## src/rtl/sayac_seq_divider.sv

```systemverilog
// Multi-cycle unsigned restoring divider for the SAYAC datapath.
// One trial subtraction per cycle through a shared adder_subtractor, MSB first.

module adder_subtractor #(
   parameter int unsigned width = 17
) (
   input  logic [width-1:0] a,
   input  logic [width-1:0] b,
   input  logic             subsel,
   output logic [width-1:0] sum,
   output logic             cout
);
   logic [width-1:0] b_eff;
   logic [width:0]   full;

   // Subtraction as a + ~b + 1; cout high means no borrow.
   always_comb begin
      b_eff = b ^ {width{subsel}};
      full  = {1'b0, a} + {1'b0, b_eff} + {{width{1'b0}}, subsel};
   end

   assign sum  = full[width-1:0];
   assign cout = full[width];
endmodule

// state  | meaning
// IDLE   | waiting for start; results held
// RUN    | one restoring step per cycle, size steps total
// DONE   | done pulse; results valid, always returns to IDLE
module sayac_seq_divider #(
   parameter int unsigned size = 16
) (
   input  logic            clk,
   input  logic            rst,
   input  logic            start,
   input  logic [size-1:0] dividend,
   input  logic [size-1:0] divisor,
   output logic            busy,
   output logic            done,
   output logic [size-1:0] quotient,
   output logic [size-1:0] remainder,
   output logic            div_by_zero
);
   localparam int unsigned     CW       = (size > 2) ? $clog2(size) : 1;
   localparam logic [CW-1:0]   CNT_LAST = CW'(size - 1);

   typedef enum logic [1:0] {
      S_IDLE = 2'd0,
      S_RUN  = 2'd1,
      S_DONE = 2'd2
   } state_t;

   state_t          state_q, state_d;
   logic [size-1:0] q_q, q_d;
   logic [size-1:0] d_q, d_d;
   logic [size:0]   r_q, r_d;
   logic [CW-1:0]   cnt_q, cnt_d;
   logic            busy_q, busy_d;
   logic            done_q, done_d;
   logic            dbz_q, dbz_d;
   logic [size-1:0] quot_q, quot_d;
   logic [size-1:0] rem_q, rem_d;

   logic [size:0]   trial;
   logic [size:0]   diff;
   logic            no_borrow;
   logic            unused_r_msb;

   // Partial remainder never exceeds the divisor, so its top bit only feeds the trial width.
   assign trial        = {r_q[size-1:0], q_q[size-1]};
   assign unused_r_msb = r_q[size];

   adder_subtractor #(
      .width (size + 1)
   ) u_sub (
      .a      (trial),
      .b      ({1'b0, d_q}),
      .subsel (1'b1),
      .sum    (diff),
      .cout   (no_borrow)
   );

   always_comb begin
      state_d = state_q;
      q_d     = q_q;
      d_d     = d_q;
      r_d     = r_q;
      cnt_d   = cnt_q;
      busy_d  = busy_q;
      done_d  = 1'b0;
      dbz_d   = dbz_q;
      quot_d  = quot_q;
      rem_d   = rem_q;

      case (state_q)
         S_IDLE: begin
            if (start) begin
               q_d    = dividend;
               d_d    = divisor;
               r_d    = '0;
               cnt_d  = '0;
               busy_d = 1'b1;
               if (divisor == '0) begin
                  state_d = S_DONE;
                  done_d  = 1'b1;
                  quot_d  = '1;
                  rem_d   = dividend;
                  dbz_d   = 1'b1;
               end else begin
                  state_d = S_RUN;
                  quot_d  = '0;
                  rem_d   = '0;
                  dbz_d   = 1'b0;
               end
            end
         end

         S_RUN: begin
            q_d   = {q_q[size-2:0], no_borrow};
            r_d   = no_borrow ? diff : trial;
            cnt_d = cnt_q + 1'b1;
            if (cnt_q == CNT_LAST) begin
               state_d = S_DONE;
               done_d  = 1'b1;
               quot_d  = q_d;
               rem_d   = r_d[size-1:0];
            end
         end

         S_DONE: begin
            state_d = S_IDLE;
            busy_d  = 1'b0;
         end

         default: begin
            state_d = S_IDLE;
            busy_d  = 1'b0;
         end
      endcase
   end

   always_ff @(posedge clk or negedge rst) begin
      if (!rst) begin
         state_q <= S_IDLE;
         q_q     <= '0;
         d_q     <= '0;
         r_q     <= '0;
         cnt_q   <= '0;
         busy_q  <= 1'b0;
         done_q  <= 1'b0;
         dbz_q   <= 1'b0;
         quot_q  <= '0;
         rem_q   <= '0;
      end else begin
         state_q <= state_d;
         q_q     <= q_d;
         d_q     <= d_d;
         r_q     <= r_d;
         cnt_q   <= cnt_d;
         busy_q  <= busy_d;
         done_q  <= done_d;
         dbz_q   <= dbz_d;
         quot_q  <= quot_d;
         rem_q   <= rem_d;
      end
   end

   assign busy        = busy_q;
   assign done        = done_q;
   assign quotient    = quot_q;
   assign remainder   = rem_q;
   assign div_by_zero = dbz_q;

endmodule

```

## config.mk

```make
export PLATFORM = sky130hd
export DESIGN_NAME = sayac_seq_divider
export DESIGN_NICKNAME = d
export VERILOG_FILES = /design/src/rtl/sayac_seq_divider.sv
export SDC_FILE = /design/constraint.sdc
export NUM_CORES = 1
export LEC_CHECK = 0
export CAP_MARGIN = 30
export CORE_MARGIN = 2
export CORE_UTILIZATION = 55
export DETAILED_ROUTE_END_ITERATION = 10
export GPL_TIMING_DRIVEN = 0
export PLACE_DENSITY = 0.77
export RECOVER_POWER = 100
export SLEW_MARGIN = 20
export SYNTH_ARGS = -nofsm -noshare
export SYNTH_HDL_FRONTEND = slang
export SYNTH_HIERARCHICAL = 1
export SYNTH_SLANG_ARGS = --single-unit
```

## constraint.sdc

```tcl
create_clock -name clk -period 6.25 [get_ports clk]
set_input_delay 1.25 -clock clk [delete_from_list [all_inputs] [get_ports clk]]
set_output_delay 1.25 -clock clk [all_outputs]
set_load 0.02 [all_outputs]
```

==> metrics.yaml <==
num_rows: 34
fp.dieH_um: 99.7
dpl.hpwl_mm: 10.0
drtIter0Drc: 318
start_util_pct: 57.2
place_ws_ps: 2900
synth_area_per_cell_sq_um: 9.40
syn_inst: 536
min_period_ps: 4170
period_share_pct: 66.7
root_buffer: "clkbuf_8"
viasPerCell: 6.08
clk_pin_slew_ps: 100
grt_antenna_before_repair: 0
antennaDiodeCount: 0
p_clk_share_pct: 15.0
nNetsFinal: 670
cts_tree: "yes"
post-cts-setup-buffers: 0
clockBufferDepth: 2
tightest_slew_ps: 2520
clock.fmax_mhz: 240
grt_overflow: 0
fp.coreArea_sq_um: 8810
path_class: "input port to flop"
max_cap_violations: 1
numCtsBuffers: 9
wl_per_cell_um: 18.5
slew_headroom_pct: -67.8
via_count: 4438
critPathRequiredTime_ps: 6480
yosysWarningCount: 6
final_core_util_pct: 68.6
synth_area_sq_um: 5040
power_frac_comb_pct: 53.7
hp-class: "flop to flop"
drive_above_1_share_pct: 5.95
setup_viol: 0
crit_path_start_kind: "input port"
power.density_nw_per_um2: 541
finalHoldViolCount: 0
swShare_pct: 43.3
firstDrtPassIters: 5
drt-total-wl_mm: 13.5
p_sw_mw: 1.41
ios: 70
grt_max_degree: 47
gp_congestion: 0.920
syn_nets: 589
status: "finished with violations"
cts_sinks: 89
htreeDepth: 3
peakVddDrop_uv: 250
tns_ps: 0
rrSetupSlack_ps: 2300
final.setup_skew_ps: 19.3
end_kind: "flop"
violations: "capacitance limit, slew limit"
fill_cells: 700
gr-usage-all-layers_pct: 28.0
die-area_sq_um: 9940
rsz0062_at_grt: "false"
antenna_left: 0
p_seq_share_pct: 31.3
drv_slew: 44
intPower_mw: 1.85
layout_setup_ws_ps: 2080
die_w_um: 99.7
grt_pass1_vias: 4187
holdBufCountCts: 0
grt_pass1_wl_mm: 21.8
post_cts_resized: 0
area_growth_pct: 19.9
arrival_ps: 4400
critPathMaxFanout: 10
numPortBuffers: 69
p_leak_nw: 2.91
drc: 0
insertion_delay_ps: 370
state kept, by name, indices dropped and copies added, names as in the netlist:
signal,flops
d_q,16
q_q,16
quotient,16
r_q,16
remainder,16
cnt_q,4
state_q,2
busy,1
div_by_zero,1
done,1
power by group through the flow:
| stage | Combinational [mW] | Sequential, mW | Clock, mW |
|---|---|---|---|
| final | 1.76 | 1.02 | 0.489 |
| after global routing | 1.92 | 1.05 | 0.516 |
| after CTS | 1.79 | 1.02 | 0.492 |
| after detailed placement | 1.78 | 1.03 | 0 |
| after global placement | 1.72 | 1.02 | 0 |
| after floorplan | 1.17 | 1.09 | 0 |
area by class of cell:
type | count | area, sq um | area share, %
Buffer | 36 | 179 | 2.96
Clock buffer | 10 | 128 | 2.11
Clock inverter | 6 | 114 | 1.88
Inverter | 4 | 15.0 | 0.248
Multi-Input combinational cell | 407 | 2530 | 41.9
Sequential cell | 89 | 2230 | 36.9
Tap cell | 108 | 135 | 2.24
Timing Repair Buffer | 70 | 712 | 11.8
worst max-delay path, stage by stage:
cell and delay (ps):
dlygate4sd3_1 550, clkbuf_1 360, nor3b_1 1040, and2_0 240, clkbuf_1 360, clkbuf_1 500
a211oi_1 100
per-layer routing:
layer | vias to the layer above | GRT usage (%) | wire, um
met3 | 27 | 3.79 | 906
met5 | - | 0 | 0
met4 | 0 | 10.0 | 281
met1 | 2163 | 43.4 | 6440
met2 | 198 | 39.9 | 5860
li1 | 2050 | - | -
placed cells by master (no fill, tap or decap), types with 2 or more instances in the layout:
master           instances
dfrtp_1                 89
nand2_1                 77
nor2_1                  57
o21ai_0                 48
dlygate4sd3_1           36
clkdlybuf4s50_1         32
a21oi_1                 29
clkbuf_1                25
xor2_1                  22
nor2b_1                 17
ha_1                    17
mux2i_1                 16
a211oi_1                16
and3_1                  16
a22oi_1                 15
a211o_1                 14
clkbuf_8                 9
buf_2                    8
xnor2_1                  7
nand3_1                  6
a21o_1                   6
nand4_1                  5
nor4_1                   4
buf_6                    4
inv_1                    4
bufinv_16                3
nand2b_1                 2
or2_4                    2
nor3b_1                  2
o221ai_1                 2
clkinvlp_4               2
conb_1                   2
o211ai_1                 2
nor3_1                   2
per-stage QoR:
step                instance area (sq um)  hold WS [ps]  instances  power (mW)
floorplan                            5040           456        536        2.26
global placement                     5860           471        713        2.74
detailed placement                   5890           471        714        2.81
CTS                                  6130           496        730        3.31
global route                         6040           515        730        3.49
finish                               6040           490        730        3.27
final timing paths:
| path | from | to | depth (start not counted) |
|---|---|---|---|
| hold reg to reg | div_by_zero | div_by_zero | 1 |
| setup / recovery | start | quotient[6] | 7 |
| max in group asynchronous | rst | r_q[7] | 1 |
| hold / removal | div_by_zero | div_by_zero | 1 |
| setup reg to reg | d_q[8] | remainder[6] | 12 |
| min in group asynchronous | rst | q_q[3] | 1 |
(Power assumes the default switching activity.)
